### src/rtl/matrix_row_scan_ctrl_if.sv
// Bundle of the scan controller's data-path signals.
//   en         : scan enable
//   sel_in     : requested preset select
//   row_data   : preset column data, row r in bits [5r+4:5r]
//   sel_out    : preset select latched by the controller
//   row_n      : active-low row drivers
//   col        : column data for the active row
//   frame_done : one-cycle pulse after the last row of a frame
// slave  : controller side (consumes en/sel_in/row_data)
// master : environment side (drives en/sel_in/row_data)
interface matrix_row_scan_ctrl_if;
  logic        en;
  logic [1:0]  sel_in;
  logic [34:0] row_data;
  logic [1:0]  sel_out;
  logic [6:0]  row_n;
  logic [4:0]  col;
  logic        frame_done;

  modport master (
    output en, sel_in, row_data,
    input  sel_out, row_n, col, frame_done
  );

  modport slave (
    input  en, sel_in, row_data,
    output sel_out, row_n, col, frame_done
  );
endinterface

### src/rtl/matrix_row_scan_ctrl.sv
// 7x5 LED matrix row scanner.
// Scans rows 0..6, each preceded by a blanking gap of BLANK_CYC cycles and
// driven for DIV cycles. The preset select is latched only when a scan starts
// and at the row-6 wrap, so one frame never mixes two presets.
// Ports:
//   clk : system clock, rising edge
//   rst : asynchronous reset, active-high
//   bus : slave modport of matrix_row_scan_ctrl_if (en, sel_in, row_data in;
//         sel_out, row_n, col, frame_done out, all registered)
module matrix_row_scan_ctrl #(
  parameter int DIV       = 4,
  parameter int BLANK_CYC = 1
) (
  input  logic                   clk,
  input  logic                   rst,
  matrix_row_scan_ctrl_if.slave  bus
);

  localparam int MAXC = (DIV > BLANK_CYC) ? DIV : BLANK_CYC;
  localparam int CW   = (MAXC > 1) ? $clog2(MAXC) : 1;
  localparam logic [CW-1:0] C_DRV_LAST = CW'(DIV - 1);
  localparam logic [CW-1:0] C_BLK_LAST = CW'(BLANK_CYC - 1);

  typedef enum logic [1:0] {S_IDLE, S_BLANK, S_DRIVE} state_t;

  state_t        r_state, w_state_nxt;
  logic [CW-1:0] r_cnt,   w_cnt_nxt;
  logic [2:0]    r_row,   w_row_nxt;
  logic [1:0]    r_sel,   w_sel_nxt;
  logic [6:0]    r_row_n, w_row_n_nxt;
  logic [4:0]    r_col,   w_col_nxt;
  logic          r_fd,    w_fd_nxt;

  logic [2:0]    w_row_eff;
  logic [4:0]    w_row_cols;

  // Row 7 is unreachable; should it ever appear it behaves as row 0.
  assign w_row_eff = (r_row > 3'd6) ? 3'd0 : r_row;

  always_comb begin
    w_row_cols = '0;
    case (w_row_eff)
      3'd0: w_row_cols = bus.row_data[4:0];
      3'd1: w_row_cols = bus.row_data[9:5];
      3'd2: w_row_cols = bus.row_data[14:10];
      3'd3: w_row_cols = bus.row_data[19:15];
      3'd4: w_row_cols = bus.row_data[24:20];
      3'd5: w_row_cols = bus.row_data[29:25];
      3'd6: w_row_cols = bus.row_data[34:30];
      default: w_row_cols = '0;
    endcase
  end

  always_comb begin
    w_state_nxt = r_state;
    w_cnt_nxt   = r_cnt;
    w_row_nxt   = r_row;
    w_sel_nxt   = r_sel;
    w_row_n_nxt = r_row_n;
    w_col_nxt   = r_col;
    w_fd_nxt    = 1'b0;

    if (!bus.en) begin
      // Disable wins over everything, including a simultaneous frame wrap.
      w_state_nxt = S_IDLE;
      w_cnt_nxt   = '0;
      w_row_nxt   = '0;
      w_row_n_nxt = '1;
      w_col_nxt   = '0;
    end else begin
      case (r_state)
        S_IDLE: begin
          w_state_nxt = S_BLANK;
          w_sel_nxt   = bus.sel_in;
          w_row_nxt   = '0;
          w_cnt_nxt   = '0;
          w_row_n_nxt = '1;
          w_col_nxt   = '0;
        end
        S_BLANK: begin
          w_row_n_nxt = '1;
          w_col_nxt   = '0;
          if (r_cnt == C_BLK_LAST) begin
            w_state_nxt = S_DRIVE;
            w_cnt_nxt   = '0;
            w_row_nxt   = w_row_eff;
            w_row_n_nxt = ~(7'd1 << w_row_eff);
            w_col_nxt   = w_row_cols;
          end else begin
            w_cnt_nxt = r_cnt + 1'b1;
          end
        end
        S_DRIVE: begin
          if (r_cnt == C_DRV_LAST) begin
            w_state_nxt = S_BLANK;
            w_cnt_nxt   = '0;
            w_row_n_nxt = '1;
            w_col_nxt   = '0;
            if (w_row_eff == 3'd6) begin
              w_row_nxt = '0;
              w_fd_nxt  = 1'b1;
              w_sel_nxt = bus.sel_in;
            end else begin
              w_row_nxt = w_row_eff + 3'd1;
            end
          end else begin
            w_cnt_nxt = r_cnt + 1'b1;
          end
        end
        default: begin
          w_state_nxt = S_IDLE;
          w_cnt_nxt   = '0;
          w_row_nxt   = '0;
          w_row_n_nxt = '1;
          w_col_nxt   = '0;
        end
      endcase
    end
  end

  always_ff @(posedge clk or posedge rst) begin
    if (rst) begin
      r_state <= S_IDLE;
      r_cnt   <= '0;
      r_row   <= '0;
      r_sel   <= '0;
      r_row_n <= '1;
      r_col   <= '0;
      r_fd    <= 1'b0;
    end else begin
      r_state <= w_state_nxt;
      r_cnt   <= w_cnt_nxt;
      r_row   <= w_row_nxt;
      r_sel   <= w_sel_nxt;
      r_row_n <= w_row_n_nxt;
      r_col   <= w_col_nxt;
      r_fd    <= w_fd_nxt;
    end
  end

  assign bus.sel_out    = r_sel;
  assign bus.row_n      = r_row_n;
  assign bus.col        = r_col;
  assign bus.frame_done = r_fd;

endmodule

### src/flat_wrapper.sv
// flat-port wrapper written by rule: the top's interface ports become plain ports
module matrix_row_scan_ctrl_flat 
#(
  parameter int DIV       = 4,
  parameter int BLANK_CYC = 1
)
  (clk, rst, bus_en, bus_sel_in, bus_row_data, bus_sel_out, bus_row_n, bus_col, bus_frame_done);
  matrix_row_scan_ctrl_if bus_i ();
  input  logic clk;
  input  logic rst;
  input wire logic [$bits(bus_i.en)-1:0] bus_en;
  input wire logic [$bits(bus_i.sel_in)-1:0] bus_sel_in;
  input wire logic [$bits(bus_i.row_data)-1:0] bus_row_data;
  output wire logic [$bits(bus_i.sel_out)-1:0] bus_sel_out;
  output wire logic [$bits(bus_i.row_n)-1:0] bus_row_n;
  output wire logic [$bits(bus_i.col)-1:0] bus_col;
  output wire logic [$bits(bus_i.frame_done)-1:0] bus_frame_done;
  assign bus_i.en = bus_en;
  assign bus_i.sel_in = bus_sel_in;
  assign bus_i.row_data = bus_row_data;
  assign bus_sel_out = bus_i.sel_out;
  assign bus_row_n = bus_i.row_n;
  assign bus_col = bus_i.col;
  assign bus_frame_done = bus_i.frame_done;
  matrix_row_scan_ctrl #(.DIV(DIV), .BLANK_CYC(BLANK_CYC)) u_core (.clk(clk), .rst(rst), .bus(bus_i));
endmodule
### config.mk
export PLATFORM = sky130hd
export DESIGN_NAME = matrix_row_scan_ctrl_flat
export DESIGN_NICKNAME = d
export VERILOG_FILES = /design/src/rtl/matrix_row_scan_ctrl_if.sv /design/src/rtl/matrix_row_scan_ctrl.sv /design/src/flat_wrapper.sv
export SDC_FILE = /design/constraint.sdc
export NUM_CORES = 1
export LEC_CHECK = 0
export ABC_AREA = 1
export ABC_CLOCK_PERIOD_IN_PS = 5110
export BUFFER_PORTS_ARGS = -buffer_cell sky130_fd_sc_hd__buf_2
export CAP_MARGIN = 10
export CORE_AREA = 2 2 50 70
export DETAILED_ROUTE_END_ITERATION = 10
export DIE_AREA = 0 0 52 72
export GPL_ROUTABILITY_DRIVEN = 0
export PLACE_DENSITY = 0.87
export SYNTH_ARGS = -nofsm -noshare
export SYNTH_HDL_FRONTEND = slang
export SYNTH_SLANG_ARGS = --single-unit
### constraint.sdc
create_clock -name clk -period 5.11 [get_ports clk]
set_clock_uncertainty 0.05 [all_clocks]
set_input_delay 1.022 -clock clk [delete_from_list [all_inputs] [get_ports clk]]
set_output_delay 1.022 -clock clk [all_outputs]
set_load 0.02 [all_outputs]
==> reports/qor.txt <==
status: completed
worst skew pair latency: 0.26 ns
Peak VDD IR: 0.249 mV
DR WL/cell: 12.6 um
vias after detailed routing: 1,534
Fin Hold WS: 0.435 ns
Max stage delay on crit path: 0.83 ns
Cell variety after synth: 26
number of synthesized flops with an enable pin: 0
routed wl met3: 219 um
CTS Sinks: 22
PostCTS Resize Cnt: 0
Syn-to-layout area delta: 20.6%
H-Tree Depth: 1
ANT nets after route: 0
share of layout cells above drive strength 1: 30.0%
clk slew on worst S/H paths: 0.08 ns
Crit. End Element: flop
Max-cap violations: 0
HP Class: reg -> reg
CP max-delay cell: dfrtp_1
kind of cell adding the most delay to the critical path: flip-flops
RSZ-0062 raised after global routing: no
fillers: 295
Setup crit start kind: flop
largest net degree at the start of global routing: 26
CORE AREA: 0.00309 sq mm
GRT Total Usage: 19.7%
Clock Path Buffers: 2
DRC: 0
leading cell type in the layout, fill and taps excluded: nand2_1
count of final hold-check violations: 0
1st-iter DRT viols: 42
first-pass GRT wire length: 5710 um
dpl cells: 288
overall power: 505 uW
detailed placement HPWL: 2850 um
# IOs: 55
ant diodes: 0
CTS root buf: clkbuf_8
num rows: 24
setup bufs post-CTS: 0
final setup vio count: 0
post-synthesis sequential area ratio: 37.4%
DR vias/cell: 5.25
Max FO, Critical Path: 25
synthesized area: 0.00149 sq mm
Tmin final: 2.10 ns
fmax: 476 MHz
Top FF cell, synth: dfrtp_1
Worst slew margin: 47.8%
Syn Inst Count: 202
Syn Nets: 250
total CTS buffers: 3
CP Class: reg -> reg
die height: 72 um
crit-path cells: nand2_2 > ha_1 > nor4_1 > nor2_2 > nand2_1 > nand2_1
most frequent cells in the layout: 61 x nand2_1, 54 x buf_2, 20 x inv_1
fin crit share: 41.1%
Pwr Density: 281 mW/mm^2
Crit path arrival time: 2.20 ns
initial antenna violation count: 0
Syn. warnings: 0
initial core utilization: 48.3%
required time worst endpoint: 5.21 ns
gr ovfl total: 0
met1 wire length: 1610 um
cell repeated most along the worst path: nand2_1
max-slew violation count: 0
input/output buffers: 54
Fin Setup TNS: 0 ns
DR top layer: met4
leakage: 0.000950 uW
ys async rst share: 100%
vias in the first global route: 1,318
#FFs+latches synth: 22
CTS tree: done
met2 WL post-DR: 1830 um
crit path buf inv count: 0
total die area: 0.00374 sq mm
final WL: 3680 um
fin nets: 302
Layout Cells excl Fill: 292
Die X: 52 um
syn avg cell area: 7.40 sq um
Pre-Repair DR Iteration Count: 4
Hold-fix buffers, CTS: 0
Slew @ Worst Pin: 0.783 ns
## synthesized netlist by cell type (3+ instances only)
| master | instances | area, sq um |
|---|---|---|
| nand2_1 | 61 | 229 |
| nand4_1 | 15 | 93.8 |
| o21ai_0 | 10 | 50.1 |
| dfstp_2 | 7 | 184 |
| a21oi_1 | 6 | 30.0 |
| nor2_2 | 3 | 18.8 |
| buf_2 | 3 | 15.0 |
| ha_1 | 8 | 100 |
| buf_6 | 3 | 33.8 |
| nand3_1 | 14 | 70.1 |
| nor2_1 | 17 | 63.8 |
| o22ai_1 | 3 | 18.8 |
| nor2_4 | 3 | 33.8 |
| inv_1 | 20 | 75.1 |
| dfrtp_1 | 15 | 375 |
## routing by layer
layer	vias up	global-route usage (%)
met3	4	2.47
met5	-	0
met2	58	34.0
met4	0	4.68
met1	710	25.9
li1	762	-
## flip-flops by register name, summed over array words and instances (netlist names)
name,cells
u_core.bus.col,5
u_core.bus.frame_done,1
u_core.bus.row_n,7
u_core.bus.sel_out,2
u_core.r_cnt,2
u_core.r_row,3
u_core.r_state,2
## cell families after synthesis
logic type / after synthesis / share of synthesized area [%]
AND/OR/NAND/NOR: 122 / 39.2
buffers and inverters: 30 / 9.55
flip-flops: 22 / 37.4
AO/OA/AOI/OAI: 20 / 7.12
adder cells (fa/ha/maj): 8 / 6.70
## where the power goes
group | leakage (uW) | internal, uW | switching (uW)
sequential | 0.000277 | 200 | 18.5
combinational | 0.000651 | 61.3 | 117
clock | 0.0000228 | 55.5 | 52.4
## final timing paths
path	startpoint	depth (start not counted)	to	slack, ns
hold / removal	u_core.bus.sel_out[0]$_DFFE_PP0P_	2	u_core.bus.sel_out[0]$_DFFE_PP0P_	0.44
setup reg to reg	u_core.r_row[2]$_DFFE_PP0P_	6	u_core.bus.col[0]$_DFFE_PP0P_	3.01
min in group asynchronous	rst	2	u_core.r_row[0]$_DFFE_PP0P_	0.85
max in group asynchronous	rst	2	u_core.bus.col[3]$_DFFE_PP0P_	3.67
setup / recovery	u_core.r_row[2]$_DFFE_PP0P_	6	u_core.bus.col[0]$_DFFE_PP0P_	3.01
hold reg to reg	u_core.bus.sel_out[0]$_DFFE_PP0P_	2	u_core.bus.sel_out[0]$_DFFE_PP0P_	0.44
## tightest hold or removal path: cells and delay by family (launching register included)
kind               cells  cell delay [ns]
and+or+nand+nor        1             0.05
DFF                    1             0.34
AOI/OAI and AO/OA      1             0.06
## final cells by class
cell class / instances / area (sq um) / share of cell area [%]
flip-flops and latches: 22 / 559 / 31.0
multi-input cells: 150 / 792 / 44.0
inverters: 23 / 86.3 / 4.79
well taps: 39 / 48.8 / 2.71
clock buffers: 4 / 45.0 / 2.50
repair buffers: 54 / 270 / 15.0
## metrics by stage
stage               utilization (%)  worst slack (ns)  instance area [sq um]
floorplan                         -              3.28                   1490
global placement               56.8              3.04                   1760
detailed placement             56.8              3.00                   1760
CTS                            58.3              3.04                   1800
global route                   58.3              2.88                   1800
finish                         58.3              3.01                   1800
(Power assumes the default switching activity.)
